--- src/rtl/shf_pkg.sv ---
// Shared definitions for the sequenced shift/rotate controller: operation codes,
// FSM state encoding and an operation-legality helper.
package shf_pkg;

  localparam logic [2:0] OP_SRL = 3'd0;
  localparam logic [2:0] OP_SRA = 3'd1;
  localparam logic [2:0] OP_ROR = 3'd2;
  localparam logic [2:0] OP_SLL = 3'd3;
  localparam logic [2:0] OP_ROL = 3'd5;

  typedef enum logic [1:0] {
    IDLE  = 2'd0,
    SHIFT = 2'd1,
    DONE  = 2'd2
  } state_e;

  function automatic logic oper_legal(input logic [2:0] op);
    return (op == OP_SRL) || (op == OP_SRA) || (op == OP_ROR) ||
           (op == OP_SLL) || (op == OP_ROL);
  endfunction

endpackage

--- src/rtl/shf_stage.sv ---
// One logarithmic shift/rotate stage: shifts by the power of two picked by a
// one-hot select. Illegal operation codes yield zero.
module shf_stage
  import shf_pkg::*;
#(
  parameter int WIDTH = 8,
  localparam int AMT_W = $clog2(WIDTH)
) (
  input  logic [WIDTH-1:0] data,
  input  logic [2:0]       oper,
  input  logic [AMT_W-1:0] sel,
  output logic [WIDTH-1:0] res
);

  logic [WIDTH-1:0] cand [AMT_W];

  genvar gi;
  generate
    for (gi = 0; gi < AMT_W; gi++) begin : g_cand
      localparam int SH = 1 << gi;
      logic [WIDTH-1:0] sra_val;
      assign sra_val = WIDTH'($signed(data) >>> SH);
      assign cand[gi] = (oper == OP_SRL) ? (data >> SH) :
                        (oper == OP_SRA) ? sra_val :
                        (oper == OP_ROR) ? ((data >> SH) | (data << (WIDTH - SH))) :
                        (oper == OP_SLL) ? (data << SH) :
                        (oper == OP_ROL) ? ((data << SH) | (data >> (WIDTH - SH))) :
                        '0;
    end
  endgenerate

  always_comb begin
    res = '0;
    for (int i = 0; i < AMT_W; i++) begin
      if (sel[i]) res = res | cand[i];
    end
  end

endmodule

--- src/rtl/shf_seq_ctrl.sv ---
// Sequencing controller: applies shift stages 1,2,4.. one per clock through a
// single shared shf_stage. Define SHF_SEQ_SKIP_EN for early termination.
module shf_seq_ctrl
  import shf_pkg::*;
#(
  parameter int WIDTH = 8
) (
  input  logic             clk,
  input  logic             rst_n,
  input  logic             req_valid,
  output logic             req_ready,
  input  logic [2:0]       req_oper,
  input  logic [WIDTH-1:0] req_x,
  input  logic [WIDTH-1:0] req_y,
  output logic             resp_valid,
  input  logic             resp_ready,
  output logic [WIDTH-1:0] resp_r,
  output logic             busy
);

  localparam int AMT_W = $clog2(WIDTH);

  state_e           state_q, state_d;
  logic [AMT_W-1:0] k_q, k_d;
  logic [AMT_W-1:0] amt_q, amt_d;
  logic [2:0]       oper_q, oper_d;
  logic [WIDTH-1:0] data_q, data_d;
  logic [WIDTH-1:0] stage_res;
  logic [AMT_W-1:0] stage_sel;
  logic             accept;
  logic             last_stage;
  logic             skip_on_accept;
  logic             unused_y;

  assign unused_y = ^req_y[WIDTH-1:AMT_W];
  assign accept   = req_valid && (state_q == IDLE);
  assign stage_sel = AMT_W'(1) << k_q;

`ifdef SHF_SEQ_SKIP_EN
  // Finish once no amount bit remains above the stage being applied now.
  assign last_stage     = ((amt_q >> k_q) >> 1) == '0;
  assign skip_on_accept = (req_y[AMT_W-1:0] == '0) || !oper_legal(req_oper);
`else
  assign last_stage     = (k_q == AMT_W'(AMT_W - 1));
  assign skip_on_accept = 1'b0;
`endif

  shf_stage #(.WIDTH(WIDTH)) u_stage (
    .data (data_q),
    .oper (oper_q),
    .sel  (stage_sel),
    .res  (stage_res)
  );

  always_ff @(posedge clk) begin
    if (!rst_n) state_q <= IDLE;
    else        state_q <= state_d;
  end

  always_ff @(posedge clk) begin
    if (!rst_n) begin
      k_q    <= '0;
      amt_q  <= '0;
      oper_q <= '0;
      data_q <= '0;
    end else begin
      k_q    <= k_d;
      amt_q  <= amt_d;
      oper_q <= oper_d;
      data_q <= data_d;
    end
  end

  always_comb begin
    state_d = state_q;
    case (state_q)
      IDLE:    if (accept) state_d = skip_on_accept ? DONE : SHIFT;
      SHIFT:   if (last_stage) state_d = DONE;
      DONE:    if (resp_ready) state_d = IDLE;
      default: state_d = IDLE;
    endcase
  end

  always_comb begin
    k_d    = k_q;
    amt_d  = amt_q;
    oper_d = oper_q;
    data_d = data_q;
    if (state_q == IDLE && accept) begin
      k_d    = '0;
      amt_d  = req_y[AMT_W-1:0];
      oper_d = req_oper;
      // Illegal operations start from zero so an early exit still returns 0.
      data_d = oper_legal(req_oper) ? req_x : '0;
    end else if (state_q == SHIFT) begin
      if (amt_q[k_q] || !oper_legal(oper_q)) data_d = stage_res;
      k_d = k_q + 1'b1;
    end
  end

  always_comb begin
    req_ready  = (state_q == IDLE);
    resp_valid = (state_q == DONE);
    busy       = (state_q == SHIFT) || (state_q == DONE);
    resp_r     = (state_q == DONE) ? data_q : '0;
  end

endmodule

--- config.mk ---
export PLATFORM = sky130hd
export DESIGN_NAME = shf_seq_ctrl
export DESIGN_NICKNAME = d
export VERILOG_FILES = /design/src/rtl/shf_pkg.sv /design/src/rtl/shf_stage.sv /design/src/rtl/shf_seq_ctrl.sv
export SDC_FILE = /design/constraint.sdc
export NUM_CORES = 1
export LEC_CHECK = 0
export CORE_MARGIN = 3
export CORE_UTILIZATION = 55
export CTS_BUF_LIST = sky130_fd_sc_hd__clkbuf_8 sky130_fd_sc_hd__clkbuf_16
export CTS_CLUSTER_DIAMETER = 60
export DETAILED_ROUTE_END_ITERATION = 12
export GPL_TIMING_DRIVEN = 0
export HOLD_SLACK_MARGIN = 0.06
export PLACE_DENSITY = 0.92
export RECOVER_POWER = 50
export REMOVE_ABC_BUFFERS = 1
export SLEW_MARGIN = 10
export SYNTH_ARGS = -nofsm -noshare
export SYNTH_HDL_FRONTEND = slang
export SYNTH_HIERARCHICAL = 1
export SYNTH_SLANG_ARGS = --single-unit
--- constraint.sdc ---
create_clock -name clk -period 5 [get_ports clk]
set_clock_uncertainty 0.05 [all_clocks]
set_input_delay 1 -clock clk [delete_from_list [all_inputs] [get_ports clk]]
set_output_delay 1 -clock clk [all_outputs]
set_load 0.01 [all_outputs]
==> impl_metrics.yaml, run 1 <==
setup_path:
  cp.arrival_ns: 1.84
  slowest_stage: "clkdlybuf4s50_1"
  worstSetupEndpointType: "output port"
  critPathMaxFanout: 10
  path_class: "reg -> out"
  slowest_delay_ns: 0.53
  r2r_setup_slack_ns: 2.59
  crit_path_cell_trace: "inv_1, ha_1, and2_1, clkdlybuf4s50_1"
  cp.required_ns: 3.95
  start_kind: "register"
global_route:
  gr-total-overflow: 0
  grt_max_degree: 26
  grtUsageTotal: 0.249
  grt_pass1_vias: 1560
  grt_pass1_wl_um: 7000
  antenna_found_initial: 0
clock_tree:
  cts.sinks: 19
  tritoncts: "yes"
  htreeDepth: 1
  cts_made_buffers: 3
  insertion_delay_ns: 0.27
  clockBufferDepth: 2
  path_clk_slew_ns: 0.08
  cts.hold.buffers_added: 0
  ctsRootBufferMaster: "clkbuf_8"
  post_cts_buffers: 0
  cts-resized-gates: 0
layout:
  fin_nets: 276
  area_growth_syn_to_layout_pct: 17.0
  fin_util: 0.693
  final_common_cell: "nand2_1"
  layout_common_cells: "nand2_1, clkdlybuf4s50_1, dfxtp_1"
  drive_above_1_share: 0.0329
  n_antenna_cell: 0
timing:
  slew_violations: 0
  fmax_mhz: 347
  worst_slew_pin_slew_ns: 0.718
  rsz0062_at_grt: "no"
  fin_crit_ns: 2.89
  fin_tns_setup_ns: 0
  max_slew_margin: 0.520
  holdWs_ns: 0.440
  period_share: 0.577
  finalHoldViolations: 0
  setup_viol: 0
status:
  status: "finished clean"
logic_synthesis:
  synthDistinctLibCells: 42
  synthFlopType: "dfxtp_1"
  async_flop_share: 0
  synth-seq-cells: 19
  syn_inst: 227
  synth_edf_count: 0
  ys_seq_area_frac: 0.227
  synth_warnings: 6
  ys_top_cells_by_area: "dfxtp_1, mux2i_1, ha_1"
  synthesis.area_mm2: 0.00168
  synth_top_cell_by_area: "dfxtp_1"
  yosysTopAreaCellShare: 0.227
  avgSynthCellArea_um2: 7.38
floorplanning:
  die_x_um: 61.2
  fp.dieH_um: 61.2
  fp.dieArea_mm2: 0.00374
  initial_core_util: 0.592
  ios: 34
  fp.coreArea_mm2: 0.00283
  num_rows: 19
routing:
  num_vias: 1737
  dr.pass1.iters: 5
  wl_um: 4320
  avgViaCountPerCell: 6.34
  post-route-drc-count: 0
  drt_iter0_drc: 192
  wl_per_cell_um: 15.7
  ant_nets: 0
place:
  port_buffers: 28
  gp_congestion: 0.940
  hpwl_um: 3020
min_path:
  hold_class: "reg -> reg"
power_and_ir_drop:
  leakage_nw: 0.735
  power_density_mw_per_mm2: 352
  irDropWorstVdd_uv: 292
flow_run:
  drv_cap: 0
==> critical path, delay by kind of cell (launching register included) <==
family | cells | cell delay, ns
adders and majority gates | 1 | 0.37
buffers and inverters | 2 | 0.65
DFF | 1 | 0.35
and+or+nand+nor | 1 | 0.20
==> synthesized netlist by cell type, drive strengths merged (2+ instances only) <==
master,n
inv,14
o21ai,16
nand3b,3
and2,19
a222oi,2
a21boi,7
o211ai,3
dfxtp,19
buf,8
a22oi,8
nand3,16
nand2b,6
a32o,2
clkbuf,8
o22ai,2
nand2,28
xor2,2
mux2i,13
nor2b,6
a21oi,16
o221ai,2
ha,9
nor2,7
==> report_power, final <==
| part | internal, mW | switching, mW | total, mW |
|---|---|---|---|
| sequential | 0.178 | 0.0524 | 0.230 |
| combinational | 0.153 | 0.193 | 0.346 |
| clock | 0.0564 | 0.0578 | 0.114 |
| total | 0.387 | 0.303 | 0.690 |
==> state kept, by name, summed over array words and instances, names as in the netlist <==
| register | flops |
|---|---|
| data_q | 8 |
| amt_q | 3 |
| k_q | 3 |
| oper_q | 3 |
| state_q | 2 |
==> routing by layer <==
metal | vias to the layer above | share of wire | global-route usage
li1 | 826 | - | -
met4 | 0 | 0.040 | 0.133
met5 | - | 0 | 0
met1 | 782 | 0.42 | 0.328
met3 | 26 | 0.093 | 0.0440
met2 | 103 | 0.45 | 0.385
==> final timing paths <==
check	start	cells after the start	to
worst min-delay path	amt_q[1]	2	amt_q[1]
worst max register to register	oper_q[2]	7	data_q[5]
worst min register to register	amt_q[1]	2	amt_q[1]
worst max-delay path	state_q[0]	4	resp_r[6]
==> metrics by stage <==
| step | std cells | setup slack (ns) | total power [mW] | instance area [um^2] |
|---|---|---|---|---|
| floorplan | 211 | 2.99 | 0.460 | 1590 |
| global placement | 270 | 2.30 | 0.560 | 1910 |
| detailed placement | 270 | 2.23 | 0.569 | 1910 |
| CTS | 274 | 2.12 | 0.685 | 1960 |
| global route | 274 | 2.04 | 0.733 | 1960 |
| finish | 274 | 2.11 | 0.690 | 1960 |
==> logic make-up (layout without fill, tap and decap cells) <==
kind of cell | after synthesis | count (layout) | share of synthesized area
multiplexers | 14 | 14 | 0.0844
adder cells (fa/ha/maj) | 9 | 9 | 0.0672
AO/OA/AOI/OAI | 63 | 63 | 0.252
buffers and inverters | 30 | 46 | 0.0814
flip-flops | 19 | 19 | 0.227
XOR/XNOR | 3 | 3 | 0.0157
AND/OR/NAND/NOR | 89 | 89 | 0.272
==> cell type report <==
type | count | area, um^2
clock buffers | 3 | 41.3
clock inverters | 1 | 7.51
fillers | 213 | 870
inverters | 14 | 52.6
multi-input cells | 178 | 1160
flip-flops and latches | 19 | 380
well taps | 31 | 38.8
repair buffers | 28 | 280
(Power assumes the default switching activity.)
==> inputs of run 2 (changes only) <==
--- a/config.mk
+++ b/config.mk
@@ -6,13 +6,13 @@
 export NUM_CORES = 1
 export LEC_CHECK = 0
 export CORE_MARGIN = 3
-export CORE_UTILIZATION = 55
+export CORE_UTILIZATION = 47
 export CTS_BUF_LIST = sky130_fd_sc_hd__clkbuf_8 sky130_fd_sc_hd__clkbuf_16
 export CTS_CLUSTER_DIAMETER = 60
 export DETAILED_ROUTE_END_ITERATION = 12
 export GPL_TIMING_DRIVEN = 0
 export HOLD_SLACK_MARGIN = 0.06
-export PLACE_DENSITY = 0.92
+export PLACE_DENSITY = 0.84
 export RECOVER_POWER = 50
 export REMOVE_ABC_BUFFERS = 1
 export SLEW_MARGIN = 10
==> constraint.sdc (replaced) <==
create_clock -name clk -period 2.5 [get_ports clk]
set_clock_uncertainty 0.05 [all_clocks]
set_input_delay 0.5 -clock clk [delete_from_list [all_inputs] [get_ports clk]]
set_output_delay 0.5 -clock clk [all_outputs]
set_load 0.01 [all_outputs]
==> run 2 against run 1 <==
  * Sequential cell count is the same
  * First-iteration DRC count decreased by 23%
  * Clock power rose by 89%
  * Routed wire length is 4.9% lower
  * Combinational power is 98% higher
  * Die area rose by 15%
  * Sequential power increased by 100%
  * Largest power group unchanged
==> impl_metrics.yaml, run 2 (synthesized netlist as in run 1, its figures left out) <==
routing:
  wl_um: 4100
  drt_iter0_drc: 147
  num_vias: 1674
  ant_nets: 0
  post-route-drc-count: 0
  dr.pass1.iters: 4
  avgViaCountPerCell: 5.79
  wl_per_cell_um: 14.2
power_and_ir_drop:
  seq_power_share: 0.338
  pwr-share-clk: 0.158
  swShare: 0.433
  p_int_mw: 0.771
  combPwrFrac: 0.504
  total_power_mw: 1.36
  power_density_mw_per_mm2: 685
  leakage_nw: 0.745
  p_switching_mw: 0.588
  irDropWorstVdd_uv: 536
floorplanning:
  die_x_um: 65.7
  fp.dieArea_mm2: 0.00432
  fp.coreArea_mm2: 0.00339
  num_rows: 21
  initial_core_util: 0.494
  ios: 34
  fp.dieH_um: 65.7
global_route:
  grt_pass1_vias: 1660
  grt_max_degree: 26
  gr-total-overflow: 0
  grtUsageTotal: 0.208
  antenna_found_initial: 0
  grt_pass1_wl_um: 7290
layout:
  n_antenna_cell: 0
  area_growth_syn_to_layout_pct: 18.4
  largest_register: "data_q"
  largest_register_ffs: 8
  drive_above_1_share: 0.0494
  layout_common_cells: "nand2_1, clkdlybuf4s50_1, dfxtp_1"
  fillCellCount: 305
  fin_nets: 276
  final_common_cell: "nand2_1"
timing:
  fin_tns_setup_ns: 0
  holdWs_ns: 0.422
  period_share: 0.940
  setup_viol: 0
  fmax_mhz: 425
  slew_violations: 0
  rsz0062_at_grt: "no"
  setup_slack_ns: 0.149
  max_slew_margin: 0.508
  fin_crit_ns: 2.35
  finalHoldViolations: 0
  worst_slew_pin_slew_ns: 0.736
clock_tree:
  tritoncts: "yes"
  htreeDepth: 1
  cts.sinks: 19
  ctsRootBufferMaster: "clkbuf_8"
  post_cts_buffers: 0
  cts_made_buffers: 3
  path_clk_slew_ns: 0.07
  insertion_delay_ns: 0.25
  clockBufferDepth: 2
min_path:
  hold_class: "reg -> reg"
place:
  port_buffers: 28
  gp_congestion: 0.892
  place_ws_ns: 0.153
  hpwl_um: 2940
setup_path:
  path_class: "reg -> out"
  critPathMaxFanout: 12
  cp.arrival_ns: 1.80
  cp.required_ns: 1.95
  start_kind: "register"
  worstSetupEndpointType: "output port"
flow_run:
  drv_cap: 0
status:
  status: "finished clean"
run 2: critical path, cell delays in order (launching register included):
cell             delay [ns]
dfxtp_1                0.33
inv_1                  0.12
ha_1                   0.46
clkdlybuf4s50_1        0.63
run 2: per-layer routing:
layer | track usage | part of all wire | vias up
li1 | - | - | 831
met1 | 0.265 | 0.46 | 765
met2 | 0.342 | 0.46 | 70
met3 | 0.0393 | 0.069 | 8
met4 | 0.0829 | 0.011 | 0
met5 | 0 | 0 | -
run 2: what timing repair did:
| action | in CTS | in global routing |
|---|---|---|
| resized for setup | 0 | 4 |
| endpoints found under the setup margin | 0 | 2 |
| hold buffers | 0 | 0 |
run 2: final timing paths:
kind	cells past startpoint	from	slack, ns	endpoint
setup / recovery	3	state_q[1]	0.15	req_ready
hold reg to reg	2	amt_q[2]	0.42	amt_q[2]
setup reg to reg	7	oper_q[0]	0.27	data_q[5]
hold / removal	2	amt_q[2]	0.42	amt_q[2]
run 2: power by group through the flow:
stage	logic [mW]	registers, mW	clock network [mW]
after floorplan	0.489	0.430	0
after global placement	0.668	0.460	0
after detailed placement	0.683	0.462	0
after CTS	0.687	0.455	0.222
after global routing	0.764	0.469	0.235
final	0.685	0.460	0.215
run 2: final cells by class:
type	instances	area, um^2	share of cell area
Multi-Input combinational cell	178	1160	0.587
Sequential cell	19	383	0.193
Timing Repair Buffer	28	280	0.141
Tap cell	46	57.6	0.0290
Inverter	14	52.6	0.0265
Clock buffer	3	41.3	0.0208
Clock inverter	1	5.00	0.00252
run 2: stage by stage:
step	cell area, um^2	util	cells
final	1980	0.585	289
after global routing	1980	0.585	289
after CTS	1980	0.583	289
after detailed placement	1930	0.569	285
after global placement	1930	0.569	285
after floorplan	1590	-	211
==> inputs of run 3 (changes only) <==
--- a/config.mk
+++ b/config.mk
@@ -15,7 +15,7 @@
 export PLACE_DENSITY = 0.84
 export RECOVER_POWER = 50
 export REMOVE_ABC_BUFFERS = 1
-export SLEW_MARGIN = 10
+export SLEW_MARGIN = 20
 export SYNTH_ARGS = -nofsm -noshare
 export SYNTH_HDL_FRONTEND = slang
 export SYNTH_HIERARCHICAL = 1
==> results of run 3 <==
The final DEF is identical to that of run 2; final timing and power are the same.
